`config.mk`:
```
export PLATFORM = sky130hd
export DESIGN_NAME = bus_receiver
export DESIGN_NICKNAME = d
export VERILOG_FILES = /design/src/rtl/bus_receiver.sv
export SDC_FILE = /design/constraint.sdc
export NUM_CORES = 1
export LEC_CHECK = 0
export CAP_MARGIN = 5
export CORE_ASPECT_RATIO = 0.75
export CORE_MARGIN = 2
export CORE_UTILIZATION = 40
export DETAILED_ROUTE_END_ITERATION = 6
export GPL_ROUTABILITY_DRIVEN = 0
export PLACE_DENSITY = 0.65
export RECOVER_POWER = 25
export REMOVE_ABC_BUFFERS = 1
export SLEW_MARGIN = 30
export SYNTH_ARGS = -nofsm -noshare
export SYNTH_HDL_FRONTEND = slang
export SYNTH_SLANG_ARGS = --single-unit
```
`constraint.sdc`:
```
create_clock -name clk -period 2.1 [get_ports clk]
set_input_delay 0.21 -clock clk [delete_from_list [all_inputs] [get_ports clk]]
set_output_delay 0.21 -clock clk [all_outputs]
set_load 0.01 [all_outputs]
```
`src/rtl/bus_receiver.sv`:
```
// bus_receiver: accepts a word-reversed bus, restores original word order and
// emits the words flagged in control_in one at a time, lowest index first.
module bus_receiver #(
    parameter int BUS_SIZE  = 16,
    parameter int WORD_SIZE = 4,
    parameter int WORD_NUM  = BUS_SIZE / WORD_SIZE,
    parameter int IDX_W     = 2
) (
    input  logic                 clk,
    input  logic                 reset,
    input  logic [BUS_SIZE-1:0]  data_in,
    input  logic [WORD_NUM-1:0]  control_in,
    input  logic                 valid_in,
    output logic                 ready_out,
    output logic [WORD_SIZE-1:0] word_out,
    output logic [IDX_W-1:0]     word_idx,
    output logic                 valid_out,
    input  logic                 ready_in,
    output logic                 done_out,
    output logic                 error_out
);

    typedef enum logic {
        IDLE = 1'b0,
        SEND = 1'b1
    } state_t;

    state_t               state, state_n;
    logic [WORD_SIZE-1:0] buffer   [WORD_NUM];
    logic [WORD_SIZE-1:0] buffer_n [WORD_NUM];
    logic [WORD_SIZE-1:0] unrev    [WORD_NUM];
    logic [WORD_NUM-1:0]  mask, mask_n;
    logic [WORD_SIZE-1:0] word_n;
    logic [IDX_W-1:0]     idx_n;
    logic                 done_n;
    logic                 error_n;
    logic                 mismatch;

    // Index of the lowest set bit; zero when the mask is empty.
    function automatic logic [IDX_W-1:0] lowest_set(input logic [WORD_NUM-1:0] m);
        lowest_set = '0;
        for (int unsigned i = WORD_NUM; i > 0; i--) begin
            if (m[i-1]) lowest_set = IDX_W'(i - 1);
        end
    endfunction

    assign ready_out = (state == IDLE);
    assign valid_out = (state == SEND);

    // Undo the word reversal and flag any control bit that disagrees with its word.
    always_comb begin
        mismatch = 1'b0;
        for (int unsigned k = 0; k < WORD_NUM; k++) begin
            unrev[k] = data_in[(WORD_NUM - 1 - k) * WORD_SIZE +: WORD_SIZE];
            if (control_in[k] != (|unrev[k])) mismatch = 1'b1;
        end
    end

    // Next-state and next-output decode; the presented word is precomputed so
    // word_out/word_idx leave straight from registers.
    always_comb begin
        state_n  = state;
        buffer_n = buffer;
        mask_n   = mask;
        word_n   = word_out;
        idx_n    = word_idx;
        done_n   = 1'b0;
        error_n  = error_out;
        unique case (state)
            IDLE: begin
                if (valid_in) begin
                    buffer_n = unrev;
                    mask_n   = control_in;
                    if (mismatch) error_n = 1'b1;
                    if (|control_in) begin
                        state_n = SEND;
                        idx_n   = lowest_set(control_in);
                        word_n  = unrev[idx_n];
                    end else begin
                        done_n = 1'b1;
                    end
                end
            end
            SEND: begin
                if (ready_in) begin
                    mask_n = mask & ~(WORD_NUM'(1) << word_idx);
                    if (|mask_n) begin
                        idx_n  = lowest_set(mask_n);
                        word_n = buffer[idx_n];
                    end else begin
                        state_n = IDLE;
                        done_n  = 1'b1;
                    end
                end
            end
        endcase
    end

    // State and datapath registers with synchronous reset taking priority.
    always_ff @(posedge clk) begin
        if (reset) begin
            state     <= IDLE;
            mask      <= '0;
            word_out  <= '0;
            word_idx  <= '0;
            done_out  <= 1'b0;
            error_out <= 1'b0;
            for (int unsigned k = 0; k < WORD_NUM; k++) buffer[k] <= '0;
        end else begin
            state     <= state_n;
            mask      <= mask_n;
            word_out  <= word_n;
            word_idx  <= idx_n;
            done_out  <= done_n;
            error_out <= error_n;
            for (int unsigned k = 0; k < WORD_NUM; k++) buffer[k] <= buffer_n[k];
        end
    end

endmodule

```
==> key figures, run 1 <==
Run status
  • Run status: finished clean

Timing
  • Worst slew pin tran: 1.008 ns
  • Fmax: 0.5144 GHz
  • Final Hold Viols: 0
  • Setup violators final: 0
  • Slew Limit Fails: 0
  • Slew HR: 0.3277
  • Worst Clk Skew: 0.004697 ns
  • RSZ-0062 raised after global routing: no
  • Fin crit share: 0.9258
  • Sum of negative setup slack: 0 ns
  • Final min period: 1.944 ns

Clock network
  • CTS clk-pin slew, worst paths: 0.06 ns
  • CTS buffer count: 5
  • Sink Count: 29
  • Root Driver: clkbuf_8
  • Clk_lat worst skew: 0.28 ns
  • Depth of the CTS H-tree: 2
  • Max Buffers Root-to-Sink: 2
  • Postcts setup bufs: 0
  • CTS tree: built

Routing
  • Antenna-violating nets left: 0
  • Post-route DRC: 0
  • DR WL/cell: 15.07 µm
  • Post-Route WL: 4.535 mm
  • Detailed Routing Iterations Pass 1: 4
  • Drt initial violations: 156
  • Via Count: 1650
  • Via density: 5.482

Synthesis
  • Top cells by count, synth: 50 x nand2_1, 29 x dfxtp_1, 25 x a21oi_1, 11 x clkbuf_1
  • Most used DFF post-synth: dfxtp_1
  • YS warnings: 0
  • Synth cell types: 44
  • Ys async rst share: 0
  • Synth area leader: dfxtp_1
  • Mean Syn Cell Area: 7.748 µm²
  • Flops & latches, synth: 29
  • Number of synthesized flops with an enable pin: 0
  • Synth Instances: 208
  • Synthesized cell area: 0.001612 mm²
  • Register area share after synthesis: 0.3602
  • Synth top area share: 0.3602
  • Most frequent cell after synthesis: nand2_1
  • Synth top area cells: dfxtp_1 36%, nand2_1 12%, a21oi_1 7.8%, mux2i_1 4.3%, a221oi_1 2.7%

Die
  • FP Rows: 19
  • Die area: 0.004558 mm²
  • Die H: 58.97 µm
  • DIE WIDTH: 77.29 µm
  • Top Ports: 34
  • Initial Utilization: 0.4290
  • Core area: 0.003756 mm²

Placed design
  • Final HPWL from detailed placement: 3.522 mm
  • Dpl cells: 293
  • Buffers on Ports: 33

Setup path
  • CP arrival: 2.11 ns
  • FF-to-FF Start: word_idx[0]
  • End of the worst register-to-register path: word_out[2]
  • Critical-path maximum fanout: 7
  • Worst Path Required: 2.26 ns
  • CP Class: register to register
  • Slowest stage delay, CP: 0.45 ns
  • Worst reg2reg path depth: 6
  • Flop2flop setup slack: 0.16 ns
  • Crit start category: register
  • CP cell instances: mux2i_1, o32ai_4, buf_4, buf_4, a2111oi_1, o41ai_1
  • Most used cell, CP: buf_4
  • CP max-delay cell: dfxtp_1
  • Crit. End Element: register
  • CP startpoint: word_idx[0]

Global routing
  • Pin count of the biggest net entering global routing: 27
  • Gr usage total: 0.2118
  • Antenna violations before repair: 0
  • Vias in the first global route: 1523
  • First-pass GRT wire length: 7.541 mm
  • Total grt overflow: 0

Cells and area
  • Fillcell total: 386
  • Number of diodes: 0
  • Fin nets: 272
  • Area growth from synthesis to layout: 32.38%
  • Register area: 580.6 µm²
  • Layout cell share with drive strength beyond 1: 0.1084
  • Cell Count, Final, Fillers Out: 301
  • Multi-input gate area: 947.2 µm²

Pwr
  • Static Leak: 0.0008103 µW
  • Maximum VDD drop: 0.5385 mV
  • P per Cell Area: 687.8 mW/mm²

Worst hold path
  • Hold Path End: buffer[10]
  • Worst Hold Launch: buffer[10]
  • Hold WC Path Type: register to register
  • Hold Path Depth: 2

Run
  • Max cap viols: 0
cell families after synthesis:
| group | Yosys count | synth area share |
|---|---|---|
| compound gates | 61 | 0.2609 |
| buf+inv | 20 | 0.05279 |
| mux | 8 | 0.05279 |
| simple gates | 86 | 0.2516 |
| flops | 29 | 0.3603 |
| xor+xnor | 4 | 0.02174 |
cell usage in the layout (no fill, tap or decap), drive strengths merged, types with 2 or more instances in the layout:
cell           netlist  final
a21o                 2      2
a21oi               25     25
a221oi               5      5
a311oi               2      2
a31o                 3      3
and2                 4      4
and3                 3      3
and4b                3      3
buf                  4     14
clkbuf              11      7
clkdlybuf4s50        0     32
clkinv               0      2
dfxtp               29     29
inv                  5      5
mux2i                7      7
nand2               50     50
nand2b               2      2
nand3                2      2
nor2                 7      7
nor2b                3      3
nor3                 2      2
nor4                 5      5
o211ai               3      3
o21a                 2      2
o21ai                7      7
o311ai               2      2
or2                  2      2
xor2                 3      3
where the power goes:
group	leakage [µW]	switching [µW]	internal [µW]
clock network	0.0000450	212	229
registers	0.000238	36.1	593
logic	0.000527	202	195
through the flow:
stage                     instance area (µm²)  utilization  power (µW)  worst slack (ns)  hold slack, ns
after floorplan                          1545            -       832.8           -0.1532          0.2791
after global placement                   2053       0.5466        1035            0.1790          0.4428
after detailed placement                 2053       0.5466        1036            0.1377          0.4460
after CTS                                2136       0.5686        1476            0.1444          0.4541
after global routing                     2133       0.5680        1546           0.04536          0.4688
final                                    2133       0.5680        1467            0.1558          0.4531
worst max path at each step:
stage,endpoint,cells past startpoint
4_1_cts,word_out[2],6
6_report,word_out[2],6
5_1_grt,word_out[2],6
3_3_place_gp,word_out[3],6
3_5_place_dp,word_out[3],6
2_1_floorplan,word_out[2],4
layer usage:
| layer | global-route usage | vias up | wire, µm |
|---|---|---|---|
| li1 | - | 828 | - |
| met2 | 0.3031 | 60 | 1818 |
| met3 | 0.04421 | 2 | 296 |
| met5 | 0 | - | 0 |
| met4 | 0.03827 | 0 | 20 |
| met1 | 0.3289 | 760 | 2399 |
cell type report:
type | count | share of cell area
multi-input cells | 159 | 0.4440
flip-flops and latches | 29 | 0.2721
clock buffers | 6 | 0.03402
inverters | 5 | 0.008798
repair buffers | 48 | 0.2059
clock inverters | 2 | 0.004692
well taps | 52 | 0.03050
registers in the layout (all words and copies together), names as in the netlist:
register and flops:
buffer 16, done_out 1, error_out 1, mask 4
valid_out 1, word_idx 2, word_out 4
worst max-delay path, delay by kind of cell, from the launching register on:
kind	cells	cell delay [ns]
AO/OA/AOI/OAI	3	0.64
buffers and inverters	2	0.35
multiplexers	1	0.38
flip-flops	1	0.45
what timing repair did:
action,in CTS,in global routing
endpoints found under the setup margin,0,1
hold buffers,0,0
resized for setup,0,1
Note: power is estimated with default switching activity, not from simulation.
==> run 2: changes to the inputs <==
Settings changed: CORE_UTILIZATION 40 to 25, PLACE_DENSITY 0.65 to not set.
==> run 2 against run 1 <==
- clock skew up 0.00052 ns
- die area up 56%
- worst hold slack better by 0.0020 ns
- first-iteration DRC count is 7.1% lower
- routed wire length is 3.6% higher
- critical path type unchanged
- via count fell by 0.48%
- non-clock buffer count did not move
- largest cell class unchanged
- utilization down 22 points
- sequential share of layout area fell by 0.61 points
==> key figures, run 2 (synthesis results as in run 1) <==
Run status
  • Run status: finished clean

Timing
  • Slew Limit Fails: 0 (unchanged)
  • Worst slew pin tran: 0.5130 ns (-0.4954 ns)
  • Final min period: 1.952 ns (+0.007643 ns)
  • Final Hold Viols: 0 (unchanged)
  • Setup violators final: 0 (unchanged)
  • Slew HR: 0.6570 (+0.3292)
  • Fmax: 0.5123 GHz (-0.39%)
  • Fin crit share: 0.9295 (+0.003640)
  • Sum of negative setup slack: 0 ns (unchanged)
  • RSZ-0062 raised after global routing: no
  • Worst Clk Skew: 0.005219 ns (+0.0005216 ns)

Global routing
  • Gr usage total: 0.1388 (-0.07298)
  • Pin count of the biggest net entering global routing: 23 (-15%)
  • Total grt overflow: 0 (unchanged)
  • Antenna violations before repair: 0 (unchanged)
  • First-pass GRT wire length: 7.803 mm (+3.5%)
  • Vias in the first global route: 1575 (+3.4%)

Cells and area
  • Post-layout util: 0.3488 (-0.2192)
  • Area growth from synthesis to layout: 35.40%
  • Fin nets: 272 (unchanged)
  • Top reg by flops: buffer
  • Cell Count, Final, Fillers Out: 330 (+9.6%)
  • Number of diodes: 0 (unchanged)
  • Multi-input gate area: 945.9 µm² (-0.13%)
  • Fillcell total: 672 (+74%)
  • Most frequent cells in the layout: 50 x nand2_1, 29 x dfxtp_1, 27 x clkdlybuf4s50_1, 25 x a21oi_1, 14 x buf_4
  • Max reg flops: 16 (unchanged)
  • Layout cell share with drive strength beyond 1: 0.1044 (-0.004016)
  • Most common cell after layout, fill and taps aside: nand2_1
  • Final instance area: 0.002182 mm² (+2.3%)
  • Largest regs: buffer: 16 flops, mask: 4 flops, word_out: 4 flops
  • Register area: 580.6 µm² (unchanged)

Setup path
  • Critical-path maximum fanout: 9 (+2)
  • FF-to-FF Start: word_idx[0]
  • Worst Path Required: 2.27 ns (about the same)
  • Crit start category: register
  • End of the worst register-to-register path: word_out[3]
  • Worst reg2reg path depth: 6 (unchanged)
  • CP Class: register to register
  • Crit. End Element: register
  • CP startpoint: word_idx[0]
  • CP arrival: 2.12 ns (about the same)
  • Flop2flop setup slack: 0.15 ns (about the same)

Clock network
  • CTS clk-pin slew, worst paths: 0.06 ns (about the same)
  • Root Driver: clkbuf_8
  • Postcts setup bufs: 0 (unchanged)
  • CTS buffer count: 5 (unchanged)
  • CTS tree: built
  • Hold buffers post-CTS: 0 (unchanged)
  • Sink Count: 29 (unchanged)
  • Depth of the CTS H-tree: 2 (unchanged)
  • Post-CTS Resized: 0 (unchanged)
  • Max Buffers Root-to-Sink: 2 (unchanged)
  • Clk_lat worst skew: 0.28 ns (about the same)

Die
  • FP Rows: 25 (+6)
  • Core area: 0.006256 mm² (+67%)
  • Die area: 0.007111 mm² (+56%)
  • Initial Utilization: 0.2576 (-0.1714)
  • DIE WIDTH: 96.71 µm (+25%)
  • Top Ports: 34 (unchanged)
  • Die H: 73.53 µm (+25%)

Routing
  • DR WL/cell: 14.23 µm (-5.5%)
  • Drt initial violations: 145 (-7.1%)
  • Via density: 4.976 (-9.2%)
  • Via Count: 1642 (-0.48%)
  • Detailed Routing Iterations Pass 1: 4 (unchanged)
  • Antenna-violating nets left: 0 (unchanged)
  • Post-Route WL: 4.697 mm (+3.6%)
  • Post-route DRC: 0 (unchanged)

Pwr
  • P per Cell Area: 672.6 mW/mm² (-2.2%)
  • Maximum VDD drop: 0.1907 mV (-65%)
  • Static Leak: 0.0008287 µW (+2.3%)
  • Post-layout power: 1468 µW (about the same)

Placed design
  • Final HPWL from detailed placement: 3.611 mm (+2.5%)
  • Buffers on Ports: 33 (unchanged)
  • Placed Area: 0.002102 mm² (+2.4%)
  • Dpl cells: 322 (+9.9%)

Worst hold path
  • Hold Path Depth: 2 (unchanged)
  • Hold Path End: buffer[15]
  • Worst Hold Launch: buffer[15]
  • Hold WC Path Type: register to register

Run
  • Max cap viols: 0 (unchanged)
## run 2: critical path, stage by stage (launching register included)
cell     delay (ns)
dfxtp_1        0.44
mux2_4         0.34
o32ai_4        0.24
buf_12         0.18
mux2i_1        0.26
a21oi_1        0.10
a31o_2         0.28
## run 2: worst max path at each step
stage | end | slack [ns] | cells after the start
after floorplan | word_out[2] | -0.15 | 4
after global placement | word_out[0] | 0.16 | 6
after detailed placement | word_out[0] | 0.16 | 6
after CTS | word_out[3] | 0.17 | 6
after global routing | word_out[3] | 0.07 | 6
final | word_out[3] | 0.15 | 6
## run 2: through the flow
stage | setup slack, ns | hold WS (ns)
floorplan | -0.1532 | 0.2791
global placement | 0.1566 | 0.4428
detailed placement | 0.1587 | 0.4468
CTS | 0.1687 | 0.4556
global route | 0.07159 | 0.4708
finish | 0.1482 | 0.4552
## run 2: layout make-up
cell class / instances / area share
multi-input cells: 159 / 0.4335
clock buffers: 8 / 0.03670
inverters: 5 / 0.008601
flip-flops and latches: 29 / 0.2661
repair buffers: 48 / 0.2087
well taps: 81 / 0.04644
## run 2: layer usage
layer  track usage  share of wire  wire length [µm]  vias up
li1              -              -                 -      828
met1        0.2083           0.54              2520      757
met2        0.1914           0.39              1828       55
met3       0.03520          0.070               331        2
met4       0.04538         0.0036                17        0
met5             0              0                 0        -
## run 2: where the power goes
part | switching, µW | total, µW | internal, µW
logic | 198 | 394 | 196
clock network | 205 | 440 | 235
registers | 40.3 | 634 | 593
total | 443 | 1470 | 1020
